[src/rtl/sr04_ctrl.sv]
// HC-SR04 measurement sequencer: trigger pulse, echo timing, cm conversion, timeouts, hold-off.
// Build option: define SR04_AVG_EN to report dist_cm as the mean of the last four valid results.
module sr04_ctrl #(
   parameter int TRIG_US     = 10,
   parameter int ECHO_TO_US  = 30000,
   parameter int MEAS_MAX_US = 25000,
   parameter int HOLDOFF_US  = 60000,
   parameter int US_PER_CM   = 58
) (
   input  logic        clk_1m,
   input  logic        rst_n,
   input  logic        meas_req,
   input  logic        auto_en,
   output logic        s1_trig,
   input  logic        s1_echo,
   output logic [9:0]  dist_cm,
   output logic [15:0] echo_us,
   output logic        dist_vld,
   output logic        dist_err,
   output logic        busy,
   output logic [2:0]  fsm_state
);

   localparam logic [15:0] TRIG_LAST    = 16'(TRIG_US - 1);
   localparam logic [15:0] ECHO_TO_LAST = 16'(ECHO_TO_US - 1);
   localparam logic [15:0] MEAS_MAX     = 16'(MEAS_MAX_US);
   localparam logic [15:0] HOLD_LAST    = 16'(HOLDOFF_US - 1);
   localparam logic [15:0] CM_LAST      = 16'(US_PER_CM - 1);
   localparam logic [15:0] SUB_START    = (US_PER_CM > 1) ? 16'd1 : 16'd0;
   localparam logic [15:0] CM_START     = (US_PER_CM > 1) ? 16'd0 : 16'd1;

   typedef enum logic [2:0] {
      S_IDLE      = 3'd0,
      S_TRIG      = 3'd1,
      S_WAIT_ECHO = 3'd2,
      S_MEAS      = 3'd3,
      S_HOLDOFF   = 3'd4
   } state_t;

   state_t      state;
   state_t      state_nxt;
   logic        echo_m;
   logic        echo_s;
   logic        echo_d;
   logic        echo_rise;
   logic        echo_fall;
   logic [15:0] tmr;
   logic [15:0] us_cnt;
   logic [15:0] sub_cnt;
   logic [15:0] cm_cnt;
   logic [9:0]  cm_raw;
   logic [9:0]  cm_out;
   logic        ld_ok;
   logic        ld_err;

   function automatic logic [15:0] sat_inc(input logic [15:0] v);
      return (v == 16'hFFFF) ? v : v + 16'd1;
   endfunction

   // echo_m/echo_s form the synchronizer; echo_d is the edge-detect reference copy.
   always_ff @(posedge clk_1m or negedge rst_n) begin
      if (!rst_n) begin
         echo_m <= 1'b0;
         echo_s <= 1'b0;
         echo_d <= 1'b0;
      end else begin
         echo_m <= s1_echo;
         echo_s <= echo_m;
         echo_d <= echo_s;
      end
   end

   assign echo_rise = echo_s & ~echo_d;
   assign echo_fall = ~echo_s & echo_d;

   always_ff @(posedge clk_1m or negedge rst_n) begin
      if (!rst_n) state <= S_IDLE;
      else        state <= state_nxt;
   end

   always_comb begin
      state_nxt = state;
      ld_ok     = 1'b0;
      ld_err    = 1'b0;
      case (state)
         S_IDLE: begin
            if (meas_req || auto_en) state_nxt = S_TRIG;
         end
         S_TRIG: begin
            if (tmr >= TRIG_LAST) state_nxt = S_WAIT_ECHO;
         end
         S_WAIT_ECHO: begin
            // Only a fresh rising edge starts a measurement; a stale high level is ignored.
            if (echo_rise) begin
               state_nxt = S_MEAS;
            end else if (tmr >= ECHO_TO_LAST) begin
               ld_err    = 1'b1;
               state_nxt = S_HOLDOFF;
            end
         end
         S_MEAS: begin
            if (echo_fall) begin
               ld_ok     = 1'b1;
               state_nxt = S_HOLDOFF;
            end else if (us_cnt >= MEAS_MAX) begin
               ld_err    = 1'b1;
               state_nxt = S_HOLDOFF;
            end
         end
         S_HOLDOFF: begin
            if ((tmr >= HOLD_LAST) && !echo_s) state_nxt = S_IDLE;
         end
         default: state_nxt = S_IDLE;
      endcase
   end

   assign busy      = (state != S_IDLE);
   assign fsm_state = state;

   // Phase timer restarts on every state change and saturates.
   always_ff @(posedge clk_1m or negedge rst_n) begin
      if (!rst_n)                  tmr <= 16'd0;
      else if (state_nxt != state) tmr <= 16'd0;
      else                         tmr <= sat_inc(tmr);
   end

   always_ff @(posedge clk_1m or negedge rst_n) begin
      if (!rst_n) s1_trig <= 1'b0;
      else        s1_trig <= (state_nxt == S_TRIG);
   end

   // The rise cycle itself is the first high cycle, so the counters start at one step.
   always_ff @(posedge clk_1m or negedge rst_n) begin
      if (!rst_n) begin
         us_cnt  <= 16'd0;
         sub_cnt <= 16'd0;
         cm_cnt  <= 16'd0;
      end else if ((state == S_WAIT_ECHO) && echo_rise) begin
         us_cnt  <= 16'd1;
         sub_cnt <= SUB_START;
         cm_cnt  <= CM_START;
      end else if ((state == S_MEAS) && echo_s) begin
         us_cnt <= sat_inc(us_cnt);
         if (sub_cnt >= CM_LAST) begin
            sub_cnt <= 16'd0;
            cm_cnt  <= sat_inc(cm_cnt);
         end else begin
            sub_cnt <= sub_cnt + 16'd1;
         end
      end
   end

   assign cm_raw = (cm_cnt > 16'd1023) ? 10'd1023 : cm_cnt[9:0];

`ifdef SR04_AVG_EN
   logic [9:0]  hist0;
   logic [9:0]  hist1;
   logic [9:0]  hist2;
   logic [2:0]  n_valid;
   logic [11:0] avg_sum;

   assign avg_sum = 12'(cm_raw) + 12'(hist0) + 12'(hist1) + 12'(hist2);
   assign cm_out  = (n_valid >= 3'd3) ? 10'(avg_sum >> 2) : cm_raw;

   // Only valid results enter the history; error results bypass it entirely.
   always_ff @(posedge clk_1m or negedge rst_n) begin
      if (!rst_n) begin
         hist0   <= 10'd0;
         hist1   <= 10'd0;
         hist2   <= 10'd0;
         n_valid <= 3'd0;
      end else if (ld_ok) begin
         hist2 <= hist1;
         hist1 <= hist0;
         hist0 <= cm_raw;
         if (n_valid != 3'd4) n_valid <= n_valid + 3'd1;
      end
   end
`else
   assign cm_out = cm_raw;
`endif

   // Result contract: dist_vld is a one-cycle strobe with no back-pressure; dist_err is
   // only ever high together with dist_vld, and dist_cm/echo_us hold until the next strobe.
   always_ff @(posedge clk_1m or negedge rst_n) begin
      if (!rst_n) begin
         dist_vld <= 1'b0;
         dist_err <= 1'b0;
         dist_cm  <= 10'd0;
         echo_us  <= 16'd0;
      end else begin
         dist_vld <= ld_ok | ld_err;
         dist_err <= ld_err;
         if (ld_err) begin
            dist_cm <= 10'd1023;
            echo_us <= 16'hFFFF;
         end else if (ld_ok) begin
            dist_cm <= cm_out;
            echo_us <= us_cnt;
         end
      end
   end

endmodule

[config.mk]
export PLATFORM = sky130hd
export DESIGN_NAME = sr04_ctrl
export DESIGN_NICKNAME = d
export VERILOG_FILES = /design/src/rtl/sr04_ctrl.sv
export SDC_FILE = /design/constraint.sdc
export NUM_CORES = 1
export LEC_CHECK = 0
export CORE_ASPECT_RATIO = 1.25
export CORE_MARGIN = 2
export CORE_UTILIZATION = 42
export DETAILED_ROUTE_END_ITERATION = 10
export PLACE_DENSITY = 0.68
export SETUP_SLACK_MARGIN = 0.3
export SLEW_MARGIN = 20
export SYNTH_ARGS = -nofsm -noshare
export SYNTH_HDL_FRONTEND = slang
export SYNTH_SLANG_ARGS = --single-unit
export TNS_END_PERCENT = 100
[constraint.sdc]
create_clock -name clk_1m -period 4.7 [get_ports clk_1m]
set_clock_uncertainty 0.1 [all_clocks]
set_input_delay 0.47 -clock clk_1m [delete_from_list [all_inputs] [get_ports clk_1m]]
set_output_delay 0.47 -clock clk_1m [all_outputs]
set_load 0.02 [all_outputs]
==> flow_results.org, run 1 <==
** Detailed routing
- Final antenna-violating net count :: 0
- Detailed-route DRC error count :: 0
- Final WL :: 10,700 µm
- Routed wire length per instance :: 15.6 µm
- Dividing the detail-routed via count by the number of cells gives 5.65.
- Detailed routing inserted a total of 3,903 vias.
- First-pass iteration count of the detailed router :: 4
- First DRT Iteration DRCs :: 302

** Worst hold path
- Worst Hold Class :: primary input to asynchronous set/reset pin

** STA
- Number of setup violations in the final report :: 0
- In this run the tightest slew margin relative to its limit is 38.6%.
- Hold Violations, Final :: 0
- Worst Tran Pin Value :: 921 ps
- Adding up every negative setup slack in the final design gives 0 ps.
- Unrepaired setup endpoints after global routing :: no
- Final Cycle Share :: 57.1%
- The worst path needs 2680 ps of the cycle, external delays included.
- Setup slack on the critical path of the routed design comes to 2020 ps.
- Highest attainable clock frequency :: 373 MHz
- Pins Over Slew Limit :: 0
- Hold timing on the final database bottoms out at a slack of 164 ps.

** Final layout
- Fin area :: 5740 µm²
- Fill cell instance count of the final layout :: 1,049
- 0 antenna diodes ended up in the layout.
- For this run, the share of the core covered by cells in the final layout is 49.4%.
- The area growth from synthesis to layout is 15.0%.
- At the end of the flow, the number of nets in the layout was 539.
- The finished layout holds 691 standard cells, fillers aside.
- In the final layout, the share of cells above drive strength 1 is 6.60%.

** Die
- The die is 126 µm tall.
- Cell Rows :: 44
- Area of the die :: 12,800 µm²
- From left edge to right edge, the die measures 101 µm.
- The total area inside the core boundary comes to 11,600 µm².
- Top-Level Pins :: 38
- For this configuration, the core starts out at a cell density of 42.9%.

** Clock tree
- Post-cts repair resize count :: 0
- Worst-case clock buffer depth :: 2
- After clock tree synthesis, the clock-pin slew on the worst setup and hold paths is 70 ps.
- The clock tree synthesis step divided the H-tree into 3 levels.
- The number of hold buffers added after CTS was 0.
- Post-CTS setup buffers :: 0
- The clock net in this run drives a total of 99 sinks.
- TritonCTS built the clock tree.
- Root buffer selected by CTS :: sky130_fd_sc_hd__clkbuf_16
- Clock network latency to the later pin of the worst-skew pair :: 350 ps
- Number of buffers created by CTS :: 9

** Setup path
- The worst setup path is of the register to register kind.
- Crit Path Max Fanout :: 14
- CP Capture Type :: register
- Count of cells along the worst register-to-register path :: 5
- STA puts the critical path data required time at 4820 ps.
- For the worst setup path, the data arrival time is 2810 ps.
- Startpoint Class :: register
- Worst reg2reg setup slack :: 2020 ps

** Logic synthesis
- Seq/Total Area, Yosys :: 49.7%
- Cell types with the largest area share after synthesis :: sky130_fd_sc_hd__dfrtp_1 (50%), sky130_fd_sc_hd__o22a_1 (4.6%), sky130_fd_sc_hd__nor2_1 (3.9%), sky130_fd_sc_hd__xnor2_1 (3.9%), sky130_fd_sc_hd__nand3_1 (2.9%)
- After technology mapping, the gate count stands at 503.
- Fraction of post-synthesis cell area in the top cell type by area :: 49.7%
- During synthesis, Yosys emitted a total of 0 warnings.
- sky130_fd_sc_hd__dfrtp_1 takes more of the synthesized area than any other cell.
- Per-instance average area after synthesis :: 9.92 µm²
- Synthesis instantiated 56 different standard cells from the library.
- In this run, synthesis inferred 0 flip-flops with an integrated enable.
- Of all flip-flops after synthesis, the portion carrying an async set or reset was 100%.
- For this run, the leading register cell type out of synthesis is sky130_fd_sc_hd__dfrtp_1.
- Synthesis produced a netlist with a net count of 517.
- Post-synthesis instance area :: 4990 µm²
- Counting flops and latches in the post-synthesis netlist gives 99.

** Global route
- Remaining global-route overflow :: 0
- Pin count of the biggest net entering global routing :: 73
- Via count of the first global-routing pass :: 3,799
- GRT Overall Usage :: 17.8%
- Antenna violations before repair :: 0
- The first global-routing pass estimated 18,300 µm of wire.

** Run status
- Run status :: finished, final reports clean

** Place
- Input/output buffers :: 37
- The congestion estimate from routability-driven global placement came to 0.867.
- Inst Count DP :: 675
- Placed Area :: 5460 µm²
- Timing analysis after detailed placement gives a worst setup slack of 2000 ps.
- Final HPWL DP :: 7130 µm

** Power
- Static leakage power :: 2.32 nW
- Worst-case vdd ir drop :: 0.000234 V
- Pwr/cell area :: 453 nW/µm²
- Overall power consumption after layout is estimated at 2.60 mW.

** Run
- Max-Cap Viols :: 0
cells by family after synthesis:
logic type	after synthesis	synth area share (%)
fa+ha+maj	9	2.26
buf+inv	42	3.59
simple gates	215	23.0
xor+xnor	27	4.74
mux	6	1.20
compound gates	105	15.6
flops	99	49.7
state kept, by name, indices dropped and copies added (netlist names):
signal / count
us_cnt: 16
cm_cnt: 16
fsm_state: 3
dist_err: 1
echo_d: 1
dist_vld: 1
s1_trig: 1
echo_s: 1
echo_m: 1
sub_cnt: 16
echo_us: 16
tmr: 16
dist_cm: 10
area by class of cell:
class	instances	area [µm²]	share of cell area, %
Tap cell	161	201	3.51
Timing Repair Buffer	39	383	6.67
Clock buffer	12	246	4.30
Clock inverter	4	26.3	0.458
Inverter	14	52.6	0.916
Sequential cell	99	2480	43.2
Multi-Input combinational cell	362	2350	41.0
path summary, 6_finish.rpt:
check / from / end
min in group clk_1m: echo_m / echo_s
min: rst_n / echo_us[1]
max in group asynchronous: rst_n / tmr[8]
min reg2reg: echo_m / echo_s
max reg2reg: fsm_state[2] / us_cnt[11]
max: fsm_state[2] / us_cnt[11]
cells in the final DEF (no fill, tap or decap), types with 14 or more instances in the layout:
master                            netlist  final
sky130_fd_sc_hd__inv_1                 14     14
sky130_fd_sc_hd__o22a_1                26     26
sky130_fd_sc_hd__dfrtp_1               99     99
sky130_fd_sc_hd__o21ai_0               19     19
sky130_fd_sc_hd__clkdlybuf4s50_1        0     36
sky130_fd_sc_hd__xnor2_1               22     22
sky130_fd_sc_hd__nand3_1               29     29
sky130_fd_sc_hd__nor2_1                52     52
sky130_fd_sc_hd__nand2_1               34     34
sky130_fd_sc_hd__a21oi_1               17     17
layer usage:
layer	routed length (µm)	track usage (%)	part of all wire, %
met3	368	2.55	3.4
met2	5210	28.6	49
met1	4920	23.7	46
met5	0	0	0
met4	246	7.95	2.3
report_power, final:
group | leakage (nW) | switching, mW | internal, mW
combinational | 0.874 | 0.376 | 0.392
sequential | 1.31 | 0.129 | 1.01
clock | 0.133 | 0.320 | 0.373
synth_stat cells (4+ instances only):
| cell type | number |
|---|---|
| sky130_fd_sc_hd__clkbuf_1 | 19 |
| sky130_fd_sc_hd__nand2_1 | 34 |
| sky130_fd_sc_hd__o21ai_0 | 19 |
| sky130_fd_sc_hd__dfrtp_1 | 99 |
| sky130_fd_sc_hd__buf_2 | 5 |
| sky130_fd_sc_hd__a211oi_1 | 9 |
| sky130_fd_sc_hd__a31oi_1 | 4 |
| sky130_fd_sc_hd__or4_1 | 10 |
| sky130_fd_sc_hd__xor2_1 | 5 |
| sky130_fd_sc_hd__ha_1 | 9 |
| sky130_fd_sc_hd__and4_1 | 5 |
| sky130_fd_sc_hd__inv_1 | 14 |
| sky130_fd_sc_hd__or3_1 | 5 |
| sky130_fd_sc_hd__nand3_1 | 29 |
| sky130_fd_sc_hd__and3_1 | 7 |
| sky130_fd_sc_hd__a21oi_1 | 17 |
| sky130_fd_sc_hd__o31ai_1 | 5 |
| sky130_fd_sc_hd__nor3_1 | 14 |
| sky130_fd_sc_hd__nor3b_1 | 4 |
| sky130_fd_sc_hd__xnor2_1 | 22 |
| sky130_fd_sc_hd__o22a_1 | 26 |
| sky130_fd_sc_hd__nand2b_1 | 5 |
| sky130_fd_sc_hd__nor4_1 | 13 |
| sky130_fd_sc_hd__o21a_1 | 4 |
| sky130_fd_sc_hd__nor2b_1 | 7 |
| sky130_fd_sc_hd__mux2i_1 | 6 |
| sky130_fd_sc_hd__nand4_1 | 13 |
| sky130_fd_sc_hd__nor2_1 | 52 |
critical path, stage by stage, from the launching register on:
cell and delay (ps):
sky130_fd_sc_hd__dfrtp_1 500, sky130_fd_sc_hd__nand4b_1 610, sky130_fd_sc_hd__or4_1 790, sky130_fd_sc_hd__a211oi_1 330
sky130_fd_sc_hd__xnor2_1 160, sky130_fd_sc_hd__nor2_1 60
Note: power is estimated with default switching activity, not from simulation.
==> inputs of run 2 (changes only) <==
--- a/config.mk
+++ b/config.mk
@@ -9,7 +9,7 @@
 export CORE_MARGIN = 2
 export CORE_UTILIZATION = 42
 export DETAILED_ROUTE_END_ITERATION = 10
-export PLACE_DENSITY = 0.68
+export PLACE_DENSITY = 0.7
 export SETUP_SLACK_MARGIN = 0.3
 export SLEW_MARGIN = 20
 export SYNTH_ARGS = -nofsm -noshare
==> constraint.sdc (replaced) <==
create_clock -name clk_1m -period 2.3 [get_ports clk_1m]
set_clock_uncertainty 0.1 [all_clocks]
set_input_delay 0.23 -clock clk_1m [delete_from_list [all_inputs] [get_ports clk_1m]]
set_output_delay 0.23 -clock clk_1m [all_outputs]
set_load 0.02 [all_outputs]
==> run 2 against run 1 <==
  * Fmax is 27% higher
  * Global-route usage is 1.1 points higher
  * Combinational power grew to 2.6 times the previous value
  * Flip-flop and latch count stayed put
  * Total power is 120% higher
  * Cell count is 9.3% higher
  * Largest cell class is now multi-input gates
  * Largest power group unchanged
==> flow_results.org, run 2 (synthesized netlist as in run 1, its figures left out) <==
** Run status
- The run finished with clean final reports.

** Power
- The completed layout was analyzed and its total power is 5.81 mW.
- Part of the total power dissipated in combinational logic :: 35.0%
- Cell-internal power :: 4.01 mW
- Power spread over the standard cell area amounts to 864 nW/µm².
- Part of the power in registers :: 39.3%
- VDD sags by at most 0.000435 V.
- Switching power share of the total :: 31.1%
- For this design the total switching power over the nets is 1.80 mW.
- Relative contribution of the clock network to total power :: 25.7%
- Summed over all cells, the static leakage comes to 2.72 nW.

** Detailed routing
- The final layout contains routed wiring with a total length of 11,900 µm.
- The routed design uses 6230 µm of met2 wire.
- The count of nets left with antenna violations once routing finished came out at 0.
- Top routing layer in use :: met4
- Dividing the detail-routed via count by the number of cells gives 5.61.
- Routed met3 length :: 422 µm
- After detailed routing, the number of remaining DRC violations is 0.
- The first routing iteration left 157 violations.
- After detailed routing, the wire length on met1 is 4950 µm.
- Total via count after detailed routing :: 4,233
- First-pass iteration count of the detailed router :: 7
- Routed wire length per instance :: 15.8 µm

** Clock tree
- Buffers inserted during clock tree synthesis total 9.
- Clock network latency to the later pin of the worst-skew pair :: 340 ps
- Worst-case clock buffer depth :: 2
- TritonCTS built the clock tree.
- Root buffer selected by CTS :: sky130_fd_sc_hd__clkbuf_16
- After clock tree synthesis, the clock-pin slew on the worst setup and hold paths is 60 ps.
- Htree depth :: 3
- CTS saw 99 sinks.

** Die
- Top-Level Pins :: 38
- The floorplan step defined a die boundary enclosing 12,800 µm².
- Measured along the x axis, the die boundary spans 101 µm.
- Measured along the y axis, the die boundary spans 126 µm.
- The floorplan has 44 rows.
- The floorplan step defined a core boundary enclosing 11,600 µm².
- Initial Utilization :: 42.9%

** STA
- Setup violations remaining at the end of the flow were counted as 0.
- Hold Violations, Final :: 0
- Based on the critical path, the design can be clocked at up to 473 MHz.
- Measured against its own limit, the worst slew margin works out to 64.0%.
- The final critical path takes up 91.9% of the cycle.
- Final Worst Setup Slack :: 187 ps
- Setup repair after global routing could not meet its margin everywhere.
- Total negative setup slack :: 0 ps
- For the pin with the worst max-slew slack, the measured transition is 540 ps.
- For the finished layout, the period the worst path requires is 2110 ps.
- Hold timing on the final database bottoms out at a slack of 225 ps.
- The final count of pins violating max slew is 0.

** Run
- Max-Cap Viols :: 0

** Final layout
- Storage cell area :: 2490 µm²
- Number of antenna cells inserted :: 0
- Final Instance Count excl. Fillers :: 755
- Fraction of layout cells with a size suffix above 1 :: 28.1%
- Footprint of the multi-input gates :: 2730 µm²
- Synthesis-to-layout area growth :: 34.8%
- Commonest cells after routing, fill and taps aside :: sky130_fd_sc_hd__dfrtp_1 (91), sky130_fd_sc_hd__buf_4 (50), sky130_fd_sc_hd__nor2_1 (40)
- Most common cell after layout, fill and taps aside :: sky130_fd_sc_hd__dfrtp_1
- Fill cell instance count of the final layout :: 962
- Final core utilization :: 57.9%
- In the final design database the tool counted 603 nets.
- After routing the design area is 6720 µm².

** Setup path
- Data on the critical path arrives at its endpoint at 2240 ps.
- Startpoint of the worst register-to-register path :: fsm_state[2]
- For this design, the slowest cell found on the critical path is sky130_fd_sc_hd__or3b_4.
- Crit path capture :: tmr[2]
- Critical path origin :: fsm_state[2]
- Together, buffers and inverters on the worst path number 1.
- Family with the most delay on the worst path :: simple AND/OR/NAND/NOR gates
- The setup check on the worst reg-to-reg path leaves a slack of 190 ps.
- The worst setup path is captured at a register.
- STA classifies the critical path startpoint as a register.
- Critical path depth :: 6
- Count of cells along the worst register-to-register path :: 6
- Largest stage delay, worst path :: 450 ps
- Crit Path Max Fanout :: 8
- Capturing point of the worst reg2reg path :: tmr[2]
- Crit path cell chain :: or3b_4 > or2_4 > a32o_2 > o2111ai_4 > buf_6 > nor2_1
- Data required time of the critical path :: 2430 ps
- The worst setup path is of the register to register kind.

** Place
- At the end of routability-driven placement, the weighted congestion stood at 0.913.
- After legalization and detailed placement, the total HPWL measured 7510 µm.
- Input/output buffers :: 37
- Worst slack, placed :: 79.4 ps
- Inst Count DP :: 706
- The placed instances occupy a cell area of 5790 µm².

** Worst hold path
- Worst Hold Class :: primary input to register
- Worst Min Path Start :: s1_echo

** Global route
- In the global route stage, overall resource usage came out at 18.9%.
- Antenna violations before repair :: 0
- The first global-routing pass estimated 19,700 µm of wire.
- Summed over all layers, the global routing overflow is 0.
- Pin count of the biggest net entering global routing :: 100
- Via count of the first global-routing pass :: 4,190
[run 2: how the worst min path moves through the flow]
| stage | end | slack, ps | depth (start not counted) |
|---|---|---|---|
| finish | echo_m | 230 | 1 |
| global route | echo_m | 240 | 1 |
| CTS | echo_m | 220 | 1 |
| detailed placement | sub_cnt[13] | 230 | 2 |
| global placement | sub_cnt[13] | 230 | 2 |
| floorplan | cm_cnt[0] | -170 | 0 |
[run 2: layer usage]
metal,GRT usage (%),up-vias
met5,0,-
met4,7.00,0
met3,3.27,26
met2,31.6,103
met1,24.5,2090
li1,-,2014
[run 2: worst reg2reg max path: stages (launching register included)]
cell,delay (ps)
sky130_fd_sc_hd__dfrtp_2,410
sky130_fd_sc_hd__or3b_4,450
sky130_fd_sc_hd__or2_4,260
sky130_fd_sc_hd__a32o_2,270
sky130_fd_sc_hd__o2111ai_4,270
sky130_fd_sc_hd__buf_6,200
sky130_fd_sc_hd__nor2_1,50
[run 2: power groups by stage]
stage / combinational, mW / sequential [mW] / clock (mW)
2_1_floorplan: 0.705 / 2.60 / 0
3_3_place_gp: 1.74 / 2.29 / 0
3_5_place_dp: 1.78 / 2.31 / 0
4_1_cts: 1.91 / 2.28 / 1.53
5_1_grt: 2.20 / 2.33 / 1.60
6_report: 2.03 / 2.29 / 1.49
[run 2: area by class of cell]
class / count / share of cell area [%]
inverter: 14 / 0.782
clock inverter: 4 / 0.745
tap: 161 / 3.00
clock buffer: 12 / 3.67
sequential: 99 / 37.0
multi-input combinational: 363 / 40.6
timing repair buffer: 102 / 14.2
[run 2: what timing repair did]
item | CTS | global route
hold buffers | 1 | 0
buffers inserted | 4 | 24
gates cloned | 1 | 3
pin swaps | 19 | 25
resized for setup | 37 | 62
hold endpoints to repair | 99 | 0
endpoints found under the setup margin | 72 | 77
==> inputs of run 3 (changes only) <==
--- a/config.mk
+++ b/config.mk
@@ -7,9 +7,9 @@
 export LEC_CHECK = 0
 export CORE_ASPECT_RATIO = 1.25
 export CORE_MARGIN = 2
-export CORE_UTILIZATION = 42
+export CORE_UTILIZATION = 53
 export DETAILED_ROUTE_END_ITERATION = 10
-export PLACE_DENSITY = 0.7
+export PLACE_DENSITY = 0.83
 export SETUP_SLACK_MARGIN = 0.3
 export SLEW_MARGIN = 20
 export SYNTH_ARGS = -nofsm -noshare
==> run 3 against run 2 <==
  * Hold slack worse by 15 ps
  * Utilization up 16 points
  * Combinational power up 9%
  * Total power up 9.7%
  * Register-to-register slack worse by 30 ps
  * Final area down 0.17%
  * Sequential power about the same
  * Fmax down 1.4%
  * Cell count down 5.6%
  * Critical path type unchanged
  * Largest cell class unchanged
==> flow_results.org, run 3 (synthesized netlist as in run 1, its figures left out) <==
** Run status
- The run finished with clean final reports.

** Final layout
- The post-route netlist has 26.1% of its cells at a drive strength greater than 1.
- The repair_antennas step left the layout with diodes totalling 0.
- Commonest cells after routing, fill and taps aside :: sky130_fd_sc_hd__dfrtp_1 (93), sky130_fd_sc_hd__buf_4 (48), sky130_fd_sc_hd__nor2_1 (40)
- Fill cells in the final layout number 556.
- Leaving out fill and tap cells, the most frequent cell in the layout is sky130_fd_sc_hd__dfrtp_1.
- Summing all non-filler instances in the final layout gives an area of 6710 µm².
- Compared with the post-synthesis result, the final layout area differs by 34.5%.
- At the end of the flow, the number of nets in the layout was 599.

** Setup path
- Startpoint Class :: register
- By startpoint and endpoint, the worst setup path is classified as register to register.
- The worst setup path is captured at a register.
- Data on the critical path is required at its endpoint by 2480 ps.
- Arrival time worst endpoint :: 2330 ps
- The worst register-to-register path has a setup slack of 160 ps.
- Crit Path Max Fanout :: 22
- Counting cells, the worst reg-to-reg path comes to 8.

** Clock tree
- Clock network latency to the later pin of the worst-skew pair :: 350 ps
- The clock passes through at most 2 buffers.
- Clock tree synthesis found a total of 99 sinks.
- The H-tree generated during clock tree synthesis spans 3 levels.
- The number of clock buffers added by TritonCTS is 9.
- Root buffer selected by CTS :: sky130_fd_sc_hd__clkbuf_16
- TritonCTS clock tree :: yes
- Clock-pin slew of the registers on the worst-case setup and hold paths :: 70 ps

** STA
- Final Worst Setup Slack :: 157 ps
- After routing, the total negative slack on setup checks comes to 0 ps.
- Number of setup violations in the final report :: 0
- The final count of pins violating max slew was 0.
- Worst Tran Pin Value :: 599 ps
- The worst pin sits at a relative slew slack of 59.8%.
- The clock period could shrink to 2140 ps.
- Unrepaired setup endpoints after global routing :: yes
- The number of hold violations in the final report came to 0.
- Final Cycle Share :: 93.2%
- Highest attainable clock frequency :: 467 MHz

** Power
- In this run the static leakage power is 2.74 nW.
- Pwr/cell area :: 950 nW/µm²
- The design draws 6.37 mW.
- Worst-case vdd ir drop :: 0.000420 V

** Die
- Area inside the core boundary :: 9130 µm²
- The die covers 10,200 µm².
- Die Span X :: 90.8 µm
- Die Y-Extent :: 112 µm
- The initial utilization of the core area, before any placement, comes to 54.7%.
- After floorplanning, the core was divided into 39 placement rows.
- 38 I/O pins were placed.

** Place
- Final HPWL DP :: 7540 µm
- Worst slack, placed :: 35.9 ps
- Placed Area :: 5710 µm²
- Input/output buffers :: 37
- Final estimated routing congestion in global placement :: 0.851

** Detailed routing
- Final antenna-violating net count :: 0
- Routed wire length per instance :: 19.5 µm
- First DRT Iteration DRCs :: 386
- The final layout contains routed wiring with a total length of 13,900 µm.
- For this run, design rule violations remaining after detail routing come to 0.
- The routed layout has 4,536 vias.
- After detailed routing, the number of vias per cell comes to 6.36.
- First-pass iteration count of the detailed router :: 5

** Run
- Max-Cap Viols :: 0

** Global route
- The via count of the first global-routing pass came to 4,182.
- Global routing consumed, over all layers together, 23.8% of the routing resources.
- Pin count of the biggest net entering global routing :: 59
- Antenna violations before repair :: 0
- Wire length of the first global-routing pass :: 19,800 µm
- Remaining global-route overflow :: 0

** Worst hold path
- Worst Hold Class :: primary input to register
- Along the worst hold path, the cell count comes to 1.
[run 3: what timing repair did]
action | in CTS | in global routing
resized for setup | 40 | 53
pin swaps | 18 | 26
setup buffers | 9 | 19
endpoints found under the hold margin | 41 | 0
hold buffers | 1 | 0
endpoints found under the setup margin | 78 | 86
cloned | 1 | 2
[run 3: worst max-delay path, stage by stage (launching register included)]
cell and delay [ps]:
sky130_fd_sc_hd__dfrtp_1 390, sky130_fd_sc_hd__inv_2 70, sky130_fd_sc_hd__ha_1 190, sky130_fd_sc_hd__nor3b_4 150
sky130_fd_sc_hd__o21ai_2 230, sky130_fd_sc_hd__o31ai_4 110, sky130_fd_sc_hd__buf_12 160, sky130_fd_sc_hd__or4_1 520
sky130_fd_sc_hd__a21oi_1 140
[run 3: power by group]
| part | internal (mW) | total (mW) | switching (mW) |
|---|---|---|---|
| registers | 2.06 | 2.30 | 0.238 |
| logic | 1.12 | 2.21 | 1.09 |
| clock network | 1.18 | 1.87 | 0.685 |
[run 3: path summary, 6_finish.rpt]
| check | startpoint | to |
|---|---|---|
| worst max-delay path | sub_cnt[1] | cm_cnt[3] |
| worst min-delay path | s1_echo | echo_m |
| worst max register to register | sub_cnt[1] | cm_cnt[3] |
| worst min register to register | echo_m | echo_s |
| max in group asynchronous | rst_n | tmr[14] |
| min in group asynchronous | rst_n | echo_us[9] |
[run 3: area by class of cell]
cell class                      instances  area (µm²)  share of cell area (%)
Multi-Input combinational cell        363        2750                    41.0
Sequential cell                        99        2480                    37.0
Timing Repair Buffer                   98         902                    13.4
Clock buffer                           10         229                    3.41
Tap cell                              123         154                    2.29
Clock inverter                          6         138                    2.05
Inverter                               14        52.6                   0.783
[run 3: stage by stage]
step                      cells  hold WS (ps)  utilization (%)
after detailed placement    665           149             62.6
after global placement      665           142             62.6
final                       713           210             73.5
after global routing        713           232             73.5
after CTS                   692           215             69.1
after floorplan             503          -166                -
[run 3: metal layers]
metal / vias up / global-route usage [%] / share of wire (%)
met5: - / 0 / 0
met4: 0 / 11.8 / 2.9
met3: 41 / 3.42 / 5.4
met2: 215 / 41.3 / 53
met1: 2272 / 29.2 / 39
li1: 2008 / - / -
